$ cat config.mk
export PLATFORM = sky130hd
export DESIGN_NAME = mem_ctrl
export DESIGN_NICKNAME = d
export VERILOG_FILES = /design/src/rtl/mem_ctrl_pkg.sv /design/src/rtl/mem_ctrl.sv
export SDC_FILE = /design/constraint.sdc
export NUM_CORES = 1
export LEC_CHECK = 0
export BUFFER_PORTS_ARGS = -buffer_cell sky130_fd_sc_hd__buf_2
export CORE_MARGIN = 5
export CORE_UTILIZATION = 45
export CTS_CLUSTER_DIAMETER = 30
export DETAILED_ROUTE_END_ITERATION = 12
export PLACE_DENSITY_LB_ADDON = 0.08
export SETUP_SLACK_MARGIN = 0.02
export SLEW_MARGIN = 20
export SYNTH_ARGS = -nofsm -noshare
export SYNTH_HDL_FRONTEND = slang
export SYNTH_SLANG_ARGS = --single-unit
$ cat constraint.sdc
create_clock -name clk -period 4.4 [get_ports clk]
set_input_delay 0.44 -clock clk [delete_from_list [all_inputs] [get_ports clk]]
set_output_delay 0.44 -clock clk [all_outputs]
set_load 0.01 [all_outputs]
$ cat src/rtl/mem_ctrl_pkg.sv
// Shared widths, constants and the IO-region decode for the memory controller.
package mem_ctrl_pkg;

  localparam int unsigned AddrW   = 32;
  localparam int unsigned InsW    = 32;
  localparam int unsigned StatusW = 1;

  localparam logic True  = 1'b1;
  localparam logic False = 1'b0;

  localparam logic [AddrW-1:0] ZeroAddr = '0;
  localparam logic [InsW-1:0]  ZeroWord = '0;

  // Addresses with bits [17:16] == 2'b11 map onto the IO sink.
  localparam logic [1:0] IoRegion = 2'b11;

  function automatic logic is_io_addr(input logic [AddrW-1:0] addr);
    return addr[17:16] == IoRegion;
  endfunction

endpackage

$ cat src/rtl/mem_ctrl.sv
// Byte-wide RAM arbiter serving instruction fetch and load/store requests.
module mem_ctrl
  import mem_ctrl_pkg::*;
(
  input  logic               clk,
  input  logic               rst,
  input  logic               rdy,
  input  logic [7:0]         mem_din,
  output logic [7:0]         mem_dout,
  output logic [AddrW-1:0]   mem_a,
  output logic               mem_wr,
  input  logic               io_buffer_full,
  input  logic               ena_from_if,
  input  logic [AddrW-1:0]   pc_from_if,
  input  logic               drop_flag_from_if,
  output logic [StatusW-1:0] ok_flag_to_if,
  output logic [InsW-1:0]    inst_to_if,
  input  logic               ena_from_lsb,
  input  logic               wr_flag_from_lsb,
  input  logic [AddrW-1:0]   addr_from_lsb,
  input  logic [2:0]         size_from_lsb,
  input  logic [InsW-1:0]    data_from_lsb,
  output logic [StatusW-1:0] ok_flag_to_lsb,
  output logic [InsW-1:0]    data_to_lsb
);

  typedef enum logic [1:0] {StIdle, StIfRead, StLsRead, StLsWrite} state_e;

  state_e           state_q;
  logic             if_pend_q;
  logic [AddrW-1:0] if_addr_q;
  logic             lsb_pend_q;
  logic             lsb_wr_q;
  logic [AddrW-1:0] lsb_addr_q;
  logic [2:0]       lsb_size_q;
  logic [InsW-1:0]  lsb_data_q;
  logic [AddrW-1:0] base_q;
  logic [2:0]       len_q;
  logic [InsW-1:0]  wdata_q;
  logic [InsW-1:0]  rdata_q;
  logic [3:0]       cnt_q;      // edges elapsed since the first address went out
  logic             mem_wr_q;

  logic [AddrW-1:0] cur_addr;
  logic [1:0]       cap_idx;
  logic [1:0]       wr_idx;
  logic [InsW-1:0]  rdata_merged;
  logic [3:0]       last_cnt;
  logic             wr_stall;

  // A frozen controller must never leave a write strobe asserted on the bus.
  assign mem_wr = mem_wr_q & rdy;

  // Address step, byte lane bookkeeping and the IO back-pressure decode.
  always_comb begin
    cur_addr     = base_q + AddrW'(cnt_q);
    cap_idx      = 2'(cnt_q - 4'd2);            // RAM data trails the address by two edges
    wr_idx       = cnt_q[1:0];
    rdata_merged = rdata_q | (InsW'(mem_din) << {cap_idx, 3'b000});
    last_cnt     = {1'b0, len_q} + 4'd1;
    wr_stall     = io_buffer_full && is_io_addr(cur_addr);
  end

  // Request capture plus the access sequencer; all outputs are registered here.
  always_ff @(posedge clk) begin
    if (rst) begin
      state_q        <= StIdle;
      if_pend_q      <= False;
      if_addr_q      <= ZeroAddr;
      lsb_pend_q     <= False;
      lsb_wr_q       <= False;
      lsb_addr_q     <= ZeroAddr;
      lsb_size_q     <= 3'd0;
      lsb_data_q     <= ZeroWord;
      base_q         <= ZeroAddr;
      len_q          <= 3'd0;
      wdata_q        <= ZeroWord;
      rdata_q        <= ZeroWord;
      cnt_q          <= 4'd0;
      mem_wr_q       <= False;
      mem_a          <= ZeroAddr;
      mem_dout       <= 8'h00;
      ok_flag_to_if  <= False;
      ok_flag_to_lsb <= False;
      inst_to_if     <= ZeroWord;
      data_to_lsb    <= ZeroWord;
    end else if (rdy) begin
      ok_flag_to_if  <= False;
      ok_flag_to_lsb <= False;
      mem_wr_q       <= False;

      // A drop wins over a fetch pulse arriving in the same cycle.
      if (drop_flag_from_if) begin
        if_pend_q <= False;
      end else if (ena_from_if) begin
        if_pend_q <= True;
        if_addr_q <= pc_from_if;
      end
      if (ena_from_lsb) begin
        lsb_pend_q <= True;
        lsb_wr_q   <= wr_flag_from_lsb;
        lsb_addr_q <= addr_from_lsb;
        lsb_size_q <= size_from_lsb;
        lsb_data_q <= data_from_lsb;
      end

      unique case (state_q)
        StIdle: begin
          // Load/store traffic has priority; byte 0 is issued on the accepting edge.
          if (lsb_pend_q) begin
            lsb_pend_q <= False;
            base_q     <= lsb_addr_q;
            len_q      <= lsb_size_q;
            wdata_q    <= lsb_data_q;
            rdata_q    <= ZeroWord;
            if (lsb_wr_q) begin
              state_q <= StLsWrite;
              if (io_buffer_full && is_io_addr(lsb_addr_q)) begin
                cnt_q <= 4'd0;
              end else begin
                mem_wr_q <= True;
                mem_a    <= lsb_addr_q;
                mem_dout <= lsb_data_q[7:0];
                cnt_q    <= 4'd1;
              end
            end else begin
              state_q <= StLsRead;
              mem_a   <= lsb_addr_q;
              cnt_q   <= 4'd1;
            end
          end else if (if_pend_q && !drop_flag_from_if) begin
            if_pend_q <= False;
            base_q    <= if_addr_q;
            len_q     <= 3'd4;
            rdata_q   <= ZeroWord;
            state_q   <= StIfRead;
            mem_a     <= if_addr_q;
            cnt_q     <= 4'd1;
          end
        end
        StIfRead, StLsRead: begin
          if (state_q == StIfRead && drop_flag_from_if) begin
            state_q <= StIdle;
          end else begin
            if (cnt_q < {1'b0, len_q}) mem_a <= cur_addr;
            if (cnt_q >= 4'd2) rdata_q <= rdata_merged;
            if (cnt_q == last_cnt) begin
              if (state_q == StIfRead) begin
                ok_flag_to_if <= True;
                inst_to_if    <= rdata_merged;
              end else begin
                ok_flag_to_lsb <= True;
                data_to_lsb    <= rdata_merged;
              end
              state_q <= StIdle;
            end
            cnt_q <= cnt_q + 4'd1;
          end
        end
        StLsWrite: begin
          if (cnt_q == {1'b0, len_q}) begin
            ok_flag_to_lsb <= True;
            state_q        <= StIdle;
          end else if (!wr_stall) begin
            mem_wr_q <= True;
            mem_a    <= cur_addr;
            mem_dout <= wdata_q[{wr_idx, 3'b000} +: 8];
            cnt_q    <= cnt_q + 4'd1;
          end
        end
        default: state_q <= StIdle;
      endcase
    end
  end

endmodule

==> Implementation_results.wiki <==
{| class="wikitable"
! Metric !! Value
|-
| Status || completed
|-
| Post-CTS resize count || 0
|-
| M1 GR Usage || 0.337
|-
| Via total after detailed routing || ~12000
|-
| Setup tns final || 0 ns
|-
| Routability congestion estimate || 0.842
|-
| # DRC || 0
|-
| Capturing element of the worst setup path || mem_a[3]
|-
| Mean area per synthesized cell || 8.41 sq um
|-
| Critical path arrival || 3.85 ns
|-
| Post-route fraction of the period consumed by the critical path || 0.777
|-
| Hold buffer count at CTS || 0
|-
| Storage element area || ~6300 sq um
|-
| Worst max-slew margin expressed relative to the limit || 0.290
|-
| First-iteration detailed-routing DRC count || approximately 800
|-
| Max H-tree Level || 2
|-
| Share of the synthesized area in compound gates (AO/OA/AOI/OAI) || 0.208
|-
| Hold Violations, Final || 0
|-
| Final min period || 3.42 ns
|-
| Total global-route track usage || 0.216
|-
| Mapped Area || 13400 sq um
|-
| Clock tree from TritonCTS || done
|-
| Highest cell delay on the worst timing path || 0.51 ns
|-
| Net count of the finished layout || 1892
|-
| Detailed-route wire length per cell || 17.1 microns
|-
| Most common flop cell mapped by yosys || dfxtp_1
|-
| Fraction of final layout cells with drive strength greater than 1 || 0.212
|-
| Top Ports || 222
|-
| Category of cells accounting for the largest share of critical-path delay || compound AO/OA/AOI/OAI gates
|-
| Commonest cells after routing, fill and taps aside || 334 x nand2_1, 313 x dfxtp_1, 228 x a21oi_1, 220 x buf_2, 145 x nor2_1
|-
| Total number of cells along the worst setup path || 7
|-
| Met2 usage || 0.310
|-
| Standard-cell rows || between 60 and 70
|-
| Total power divided by cell area || 517 nW/um^2
|-
| First-pass detailed-route iteration total || 5
|-
| Layout fillers || between 2000 and 3000
|-
| Worst-case clock skew || slightly below 0.03 ns
|-
| Post-synthesis mux area share || 0.0524
|-
| Register-to-register setup slack || 0.98 ns
|-
| Kind of capture point of the worst setup path || register
|-
| Highest fanout seen on the critical path || 26
|-
| Syn Nets || 1725
|-
| Number of global-route vias before repair || between 10000 and 15000
|-
| Initial antenna violation count || 0
|-
| Crit-path slowest cell || o311ai_2
|-
| Source of the worst register-to-register timing path || cnt_q[3]
|-
| Met3 demand-to-capacity share in global routing || 0.0375
|-
| Start point of the worst hold path || data_from_lsb[10]
|-
| Clk pin slew, worst setup/hold paths || 0.05 ns
|-
| Crit path buf inv count || 0
|-
| Total area of multi-input combinational cells || 6500 sq um
|-
| Area share of xor/xnor cells in the synthesized design || 0.0137
|-
| Final Slew Violations || 0
|-
| Maximum frequency from static timing analysis || slightly below 300 MHz
|-
| Number of warnings issued by yosys || 0
|-
| Worst-margin pin slew || between 1 and 1.5 ns
|-
| Standard cell core area || 29600 sq um
|-
| FFs w/ async S/R, synth || 0
|-
| CP Cell Sequence || ha_1 -> a21oi_1 -> a21o_1 -> o22ai_2 -> o311ai_2 -> nand3_4 -> o311a_1
|-
| Distinct cell type count after synthesis || 72
|-
| Number of routed nets with antenna violations || 0
|-
| Seq cells post-synth || 314
|-
| Busiest layer in global routing || met1
|-
| Simple-gate area share of the yosys netlist || 0.193
|-
| Starting utilization of the core area || 0.454
|-
| Reg2Reg Capture Point || mem_a[3]
|-
| Total setup buffers inserted after CTS || 0
|-
| Bufs on Longest Clock Path || 3
|-
| Leakage power || 6.67 nW
|-
| Largest family of logic cells by synthesized area || compound AO/OA/AOI/OAI gates
|-
| Root Driver || clkbuf_16
|-
| Overall die height || roughly 180 microns
|-
| Most common cell after layout, fill and taps aside || nand2_1
|-
| Total detailed-routing wirelength || between 30000 and 40000 microns
|-
| Full die area || 33300 sq um
|-
| Horizontal die dimension || 183 microns
|-
| Hold Path Class || input port to register
|-
| Worst vdd ir || 0.000358 V
|-
| Maxcap violations || 0
|-
| CTS buffer count || 61
|-
| Setup-failing EPs final || 0
|-
| Depth of the worst register-to-register path || 7
|-
| Startpoint type of the worst setup path || register
|-
| Synthesized instance count || 1595
|-
| Critical path launch point || cnt_q[3]
|-
| Number of diodes || 0
|-
| Maximum number of pins on one net before global-route repair || 91
|-
| HPWL after detailed placement || roughly 25000 microns
|-
| RSZ-0062 raised after global routing || no
|-
| Area growth from synthesis to layout || 25.9%
|-
| Core occupancy in the finished layout || 0.571
|-
| Routed via count divided by cell count || 5.38
|-
| WP data required || 4.84 ns
|-
| Adder and majority gate portion of the synthesized area || 0.0146
|-
| Congestion Overflow GR || 0
|-
| Category of the most critical setup path || register to register
|-
| Number of buffers added on ports || 221
|-
| Post-synth EDFFs || 0
|-
| Sinks on Clock Net || 314
|-
| Global-route wire length before repair || roughly 60000 microns
|-
| Worst skew pair latency || around 0.58 ns
|-
| Portion of the post-synthesis area used by sequential elements || 0.469
|}
area by class of cell:
type / count / area share
clock buffers: 80 / 0.101
clock inverters: 34 / 0.0363
inverters: 13 / 0.00289
multi-input cells: 1134 / 0.385
flip-flops and latches: 314 / 0.373
well taps: 390 / 0.0289
repair buffers: 238 / 0.0735
cells in the mapped netlist (5+ instances only):
master,number,share of area
buf_2,12,0.0045
nor2_1,145,0.041
o21ai_1,5,0.0019
mux2i_1,51,0.038
nor3_1,13,0.0049
ha_1,14,0.013
buf_1,19,0.0053
buf_6,9,0.0076
nand3_1,20,0.0075
a31o_1,11,0.0072
nor4_1,22,0.010
a21o_1,15,0.0084
inv_1,11,0.0031
and2_1,5,0.0023
dfxtp_1,314,0.47
nand2_1,335,0.094
nor2b_1,14,0.0065
o21ai_0,10,0.0037
o211ai_1,30,0.017
xor2_1,8,0.0052
o31ai_1,9,0.0050
mux4_2,8,0.013
a211oi_1,101,0.057
nand4_1,7,0.0033
xnor2_1,13,0.0085
a21oi_1,228,0.085
clkbuf_1,89,0.025
o311a_1,6,0.0045
per-stage QoR:
stage	instance area, sq um	setup slack, ns	total power [mW]	hold WS (ns)	cells
after floorplan	13400	1.38	3.49	0.432	1595
after CTS	16900	0.978	8.79	0.0845	2203
after detailed placement	14600	1.04	3.69	0.442	2089
final	16900	0.982	8.73	0.105	2203
after global placement	14600	1.03	3.69	0.439	2089
after global routing	16900	0.745	9.03	0.0894	2203
sequential cells by signal (all words and copies together) (netlist names), 4 cells and up:
| signal | flops |
|---|---|
| lsb_addr_q | 32 |
| data_to_lsb | 32 |
| wdata_q | 32 |
| mem_dout | 8 |
| base_q | 32 |
| cnt_q | 4 |
| mem_a | 32 |
| inst_to_if | 32 |
| rdata_q | 32 |
| lsb_data_q | 32 |
| if_addr_q | 32 |
per-layer routing:
metal | up-vias | share of wire
met4 | 0 | 0.016
li1 | 5948 | -
met2 | 353 | 0.42
met3 | 49 | 0.058
met5 | - | 0
met1 | 5512 | 0.50
cells by family (layout without fill, tap and decap cells):
| group | count (synthesis) | in the layout |
|---|---|---|
| and+or+nand+nor | 594 | 594 |
| AOI/OAI and AO/OA | 444 | 444 |
| DFF | 314 | 314 |
| buffers and inverters | 147 | 365 |
| muxes | 60 | 60 |
| xor gates and xnor gates | 21 | 21 |
| adders and majority gates | 15 | 15 |
worst min path at each step:
stage | to | slack (ns) | cells past startpoint
final | lsb_data_q[10] | 0.10 | 3
after global routing | lsb_data_q[12] | 0.09 | 3
after CTS | lsb_data_q[19] | 0.08 | 3
after detailed placement | wdata_q[20] | 0.44 | 2
after global placement | wdata_q[0] | 0.44 | 2
after floorplan | wdata_q[10] | 0.43 | 2
report_power, final:
group,total [mW],leakage (nW),switching [mW],internal [mW]
clock,5.08,1.12,1.50,3.58
sequential,3.02,2.55,0.0700,2.95
combinational,0.629,3.00,0.411,0.218
total,8.73,6.67,1.99,6.74
worst reg2reg max path: cells and delay by family (launching register included):
| kind | cells | cell delay (ns) |
|---|---|---|
| AO/OA/AOI/OAI | 5 | 2.01 |
| adder cells (fa/ha/maj) | 1 | 0.34 |
| flip-flops | 1 | 0.49 |
| AND/OR/NAND/NOR | 1 | 0.44 |
No activity file was read; power rests on OpenSTA's default activity.
